### src/rtl/mismatch_pkg.sv
// Purpose : shared types and constants for the mismatch monitor slice.
// Latency : n/a (declarations only).
// Backpr. : n/a.
package mismatch_pkg;

   // Default width of the sample, error and cycle counters.
   localparam int DEFAULT_CNT_W = 32;

   // Monitor FSM state encoding.
   typedef logic [1:0] state_t;
   localparam state_t ST_IDLE   = 2'd0;
   localparam state_t ST_RUN    = 2'd1;
   localparam state_t ST_REPORT = 2'd2;

endpackage

### src/rtl/sat_counter.sv
// Purpose : up-counter that clears on clr and sticks at all-ones instead of wrapping.
// Latency : count reflects clr/inc one cycle after the sampling edge.
// Backpr. : none; inc is simply ignored once saturated.
// Ports   : clk, reset (sync, active-high), clr (priority over inc), inc, count[CNT_W].
module sat_counter #(
   parameter int CNT_W = 32
) (
   input  logic             clk,
   input  logic             reset,
   input  logic             clr,
   input  logic             inc,
   output logic [CNT_W-1:0] count
);

   always_ff @(posedge clk) begin
      if (reset) begin
         count <= '0;
      end else if (clr) begin
         count <= '0;
      end else if (inc && (count != {CNT_W{1'b1}})) begin
         count <= count + CNT_W'(1);
      end
   end

endmodule

### src/rtl/mismatch_monitor.sv
// Purpose : scores a DUT vector against a reference vector over a run and reports the totals.
// Latency : counters update one cycle after the sampled edge; rpt_valid rises the cycle after stop/limit.
// Backpr. : report is held frozen in REPORT until rpt_ready; start/stop/samples ignored meanwhile.
// Ports   : clk, reset (sync, active-high); start/stop run control; sample_en qualifies ref_in/dut_in;
//           running high in RUN; rpt_valid/rpt_ready report handshake; rpt_samples, rpt_errors,
//           rpt_first (run cycle of first mismatch), rpt_bits (sticky OR of ref_in ^ dut_in).
module mismatch_monitor
   import mismatch_pkg::*;
#(
   parameter int WIDTH   = 1,
   parameter int CNT_W   = DEFAULT_CNT_W,
   parameter int MAX_CYC = 0
) (
   input  logic             clk,
   input  logic             reset,
   input  logic             start,
   input  logic             stop,
   input  logic             sample_en,
   input  logic [WIDTH-1:0] ref_in,
   input  logic [WIDTH-1:0] dut_in,
   output logic             running,
   output logic             rpt_valid,
   input  logic             rpt_ready,
   output logic [CNT_W-1:0] rpt_samples,
   output logic [CNT_W-1:0] rpt_errors,
   output logic [CNT_W-1:0] rpt_first,
   output logic [WIDTH-1:0] rpt_bits
);

   // Cycle index on which a limited run takes its last sample. Only meaningful when MAX_CYC != 0.
   localparam logic [CNT_W-1:0] LAST_CYC = CNT_W'(MAX_CYC - 1);

   state_t           state;
   logic [CNT_W-1:0] cycle;
   logic [CNT_W-1:0] samples;
   logic [CNT_W-1:0] errors;
   logic [CNT_W-1:0] first;
   logic [WIDTH-1:0] bits;
   logic [WIDTH-1:0] diff;
   logic             mismatch;
   logic             in_run;
   logic             begin_run;
   logic             at_limit;
   logic             sample_hit;
   logic             err_hit;

   assign diff       = ref_in ^ dut_in;
   assign mismatch   = |diff;
   assign in_run     = (state == ST_RUN);
   assign begin_run  = (state == ST_IDLE) && start;
   assign at_limit   = (MAX_CYC != 0) && (cycle == LAST_CYC);
   // The stop/limit cycle is still a RUN cycle, so its sample is counted before leaving.
   assign sample_hit = in_run && sample_en;
   assign err_hit    = sample_hit && mismatch;

   sat_counter #(.CNT_W(CNT_W)) u_cycle (
      .clk   (clk),
      .reset (reset),
      .clr   (begin_run),
      .inc   (in_run),
      .count (cycle)
   );

   sat_counter #(.CNT_W(CNT_W)) u_samples (
      .clk   (clk),
      .reset (reset),
      .clr   (begin_run),
      .inc   (sample_hit),
      .count (samples)
   );

   sat_counter #(.CNT_W(CNT_W)) u_errors (
      .clk   (clk),
      .reset (reset),
      .clr   (begin_run),
      .inc   (err_hit),
      .count (errors)
   );

   always_ff @(posedge clk) begin
      if (reset) begin
         state <= ST_IDLE;
         first <= '0;
         bits  <= '0;
      end else begin
         case (state)
            ST_IDLE:   if (start)             state <= ST_RUN;
            ST_RUN:    if (stop || at_limit)  state <= ST_REPORT;
            ST_REPORT: if (rpt_ready)         state <= ST_IDLE;
            default:                          state <= ST_IDLE;
         endcase

         if (begin_run) begin
            first <= '0;
            bits  <= '0;
         end else if (err_hit) begin
            bits <= bits | diff;
            // errors only reads zero before the first mismatch of the run (it saturates, never wraps),
            // so first is captured exactly once.
            if (errors == '0) begin
               first <= cycle;
            end
         end
      end
   end

   // Report fields are the live registers: nothing increments outside RUN, so they stay frozen
   // through REPORT and keep the last result in IDLE until the next start clears them.
   assign running     = in_run;
   assign rpt_valid   = (state == ST_REPORT);
   assign rpt_samples = samples;
   assign rpt_errors  = errors;
   assign rpt_first   = first;
   assign rpt_bits    = bits;

endmodule
### config.mk
export PLATFORM = sky130hd
export DESIGN_NAME = mismatch_monitor
export DESIGN_NICKNAME = d
export VERILOG_FILES = /design/src/rtl/mismatch_pkg.sv /design/src/rtl/sat_counter.sv /design/src/rtl/mismatch_monitor.sv
export SDC_FILE = /design/constraint.sdc
export NUM_CORES = 1
export LEC_CHECK = 0
export ABC_AREA = 1
export BUFFER_PORTS_ARGS = -buffer_cell sky130_fd_sc_hd__buf_2
export CORE_ASPECT_RATIO = 1.25
export CORE_UTILIZATION = 38
export CTS_CLUSTER_DIAMETER = 120
export DETAILED_ROUTE_END_ITERATION = 10
export PLACE_DENSITY = 0.55
export REMOVE_ABC_BUFFERS = 1
export SETUP_SLACK_MARGIN = 0.05
export SLEW_MARGIN = 20
export SYNTH_ARGS = -nofsm -noshare
export SYNTH_HDL_FRONTEND = slang
export SYNTH_SLANG_ARGS = --single-unit
### constraint.sdc
create_clock -name clk -period 1.79 [get_ports clk]
set_input_delay 0.358 -clock clk [delete_from_list [all_inputs] [get_ports clk]]
set_output_delay 0.358 -clock clk [all_outputs]
set_load 0.005 [all_outputs]
==> impl_metrics.csv <==
group,metric,value,unit
cts,cts_tree,"built",
sta,grt_setup_unrepaired,"true",
status,outcome,"finished clean",
critical_path,end_kind,"register",
power,p_per_area,718.1,nW/µm²
floorplan,core,18240,µm²
cts,numClockSinks,131,
logic_synthesis,syn_area_per_cell,6.200,µm²
drt,wl_met1,9.677,mm
drt,viasPerCell,4.999,
logic_synthesis,yosys_warnings,0,
cts,h-tree-depth,4,
placed_design,gp_congestion,0.9096,
sta,relSlewSlack,74.50,%
power,p_sw_share,24.51,%
sta,worst_pin_slew,379.6,ps
logic_synthesis,synthCells,1154,
final_layout,final_common_cell,"nor2_1",
critical_path,cp_data_required_time,2150,ps
final_layout,area_growth,30.05,%
grt,grt_usage,22.45,%
final_layout,fin_area,9304,µm²
grt,antenna_found_initial,0,
final_layout,final_nets,1334,
cts,path_clk_slew,60,ps
hold_path,min_path_type,"input pin to register",
critical_path,crit_path_start_kind,"register",
floorplan,start_util,39.23,%
final_layout,utilization,51.02,%
power,peakVddDrop,0.6123,mV
sta,maxSlewViolCount,0,
cts,cts_buffers,17,
cts,hold_buffers,0,
drt,wire_per_inst,14.06,µm
power,p_leak,3.864,nW
critical_path,cp_max_fo,6,
power,pwr-share-comb,6.2,%
grt,grt.overflow.total,0,
sta,fmax,596.1,MHz
sta,period_minus_slack,1678,ps
critical_path,arrival,2030,ps
cts,ctsRootBufferMaster,"clkbuf_16",
power,power_frac_seq,44.3,%
cts,insertion_delay,420,ps
sta,hold_viol,0,
power,power_frac_clock,49.5,%
final_layout,antenna_cells,0,
power,power_switching,1.637,mW
drt,wl_met3,833,µm
grt,grt_pass1_vias,7116,
drt,drt_wl_total,21.98,mm
drt,drc,0,
logic_synthesis,seq_area_frac_synth,36.66,%
logic_synthesis,synth.distinct_cells,30,
logic_synthesis,ys_ff_latch,131,
floorplan,dieArea,19380,µm²
drt,drtIter0Drc,412,
floorplan,die_x,124.7,µm
drt,ant_nets,0,
power,internal_power,5.044,mW
floorplan,core.rowCount,55,
flow_run,cap_violations,0,
grt,grt_start_max_net_pins,61,
final_layout,final_cell_mix,"nor2_1, nand2_1, buf_2",
critical_path,worstSetupPathType,"register to register",
placed_design,place_area,8386,µm²
placed_design,hpwl,15.87,mm
sta,clock_skew,8.147,ps
drt,vias,7813,
sta,fin_setup_tns,0,ps
placed_design,portBuffers,106,
floorplan,die_y,155.4,µm
logic_synthesis,syn-cell-area,7154,µm²
final_layout,drive_gt1_share,23.67,%
drt,dr.pass1.iters,5,
grt,grt_pass1_wl,34.93,mm
cts,clk_path_buf_depth,2,
drt,highest_layer,"met4",
sta,setup_viol,0,
floorplan,io_pins,107,
drt,routed-wl-met2,10.84,mm
sta,period_share,93.72,%
-- path summary, 6_finish.rpt --
path	slack [ps]	cells past startpoint	end	startpoint
setup / recovery	110	9	rpt_first[8]	u_errors.count[0]
hold / removal	180	2	state[0]	reset
setup reg to reg	110	9	rpt_first[8]	u_errors.count[0]
hold reg to reg	490	2	rpt_first[29]	rpt_first[29]
-- flip-flops by register name (all words and copies together), names as in the netlist --
| name | count |
|---|---|
| rpt_bits | 1 |
| rpt_first | 32 |
| state | 2 |
| u_cycle.count | 32 |
| u_errors.count | 32 |
| u_samples.count | 32 |
-- critical path, cell delays in order, from the launching register on --
cell       delay [ps]
dfxtp_4           360
inv_4              70
ha_4              130
nand3b_1           90
nand3b_1          310
nor2_4            190
buf_12            150
clkbuf_16         160
o21ai_1            60
nor2_1            100
-- cell usage after synthesis (all sizes together) --
library cell	count	area share, %
nor3	40	2.8
and2	2	0.17
dfxtp	131	37
xnor2	3	0.37
a31oi	8	0.70
nor2	303	17
or2	1	0.087
nor3b	1	0.10
inv	85	4.5
o21bai	1	0.10
ha	4	0.70
a21oi	75	5.8
o21ai	35	2.4
buf	22	1.9
nand2	277	15
nand4	29	2.5
nand3b	5	0.52
nand3	108	7.9
clkbuf	17	0.89
xor2	7	0.86
-- cell type report --
cell class	count	area, µm²
well taps	228	285.3
multi-input cells	899	4184
flip-flops and latches	131	2663
inverters	85	324.1
clock inverters	13	111.4
repair buffers	188	1294
clock buffers	19	442.9
fillers	1955	8932
-- what timing repair did --
item	in CTS	in global routing
buffers inserted	1	5
hold endpoints to repair	0	0
gates cloned	0	5
setup endpoints to repair	31	127
pin swaps	1	5
gates resized for setup	2	88
-- metrics by stage --
step	total power [mW]	hold slack [ps]	setup WS (ps)	cells
6_report	6.681	176.0	112.4	1563
4_1_cts	6.724	165.7	39.02	1553
3_3_place_gp	3.411	448.0	39.45	1520
3_5_place_dp	3.413	458.8	32.28	1520
2_1_floorplan	3.255	427.1	-2154	1115
5_1_grt	6.936	177.3	17.90	1563
-- power groups by stage --
stage                     logic [mW]  registers (mW)  clock network (mW)
after floorplan                0.225            3.03                   0
after CTS                      0.390            2.96                3.37
final                          0.412            2.96                3.31
after global placement         0.385            3.03                   0
after global routing           0.462            2.97                3.51
after detailed placement       0.387            3.03                   0
-- routing by layer --
| metal | track usage, % | vias to the layer above |
|---|---|---|
| met3 | 4.264 | 38 |
| met1 | 27.06 | 3546 |
| met4 | 9.122 | 0 |
| met2 | 39.09 | 152 |
| li1 | - | 4077 |
| met5 | 0 | - |
-- kinds of logic (layout without fill, tap and decap cells) --
logic type	count (synthesis)	after routing	share of synthesized area (%)
AO/OA/AOI/OAI	119	119	9.024
buffers and inverters	124	305	7.258
adder cells (fa/ha/maj)	4	4	0.6996
AND/OR/NAND/NOR	766	766	45.14
flip-flops	131	131	36.66
XOR/XNOR	10	10	1.224
(Power assumes the default switching activity.)
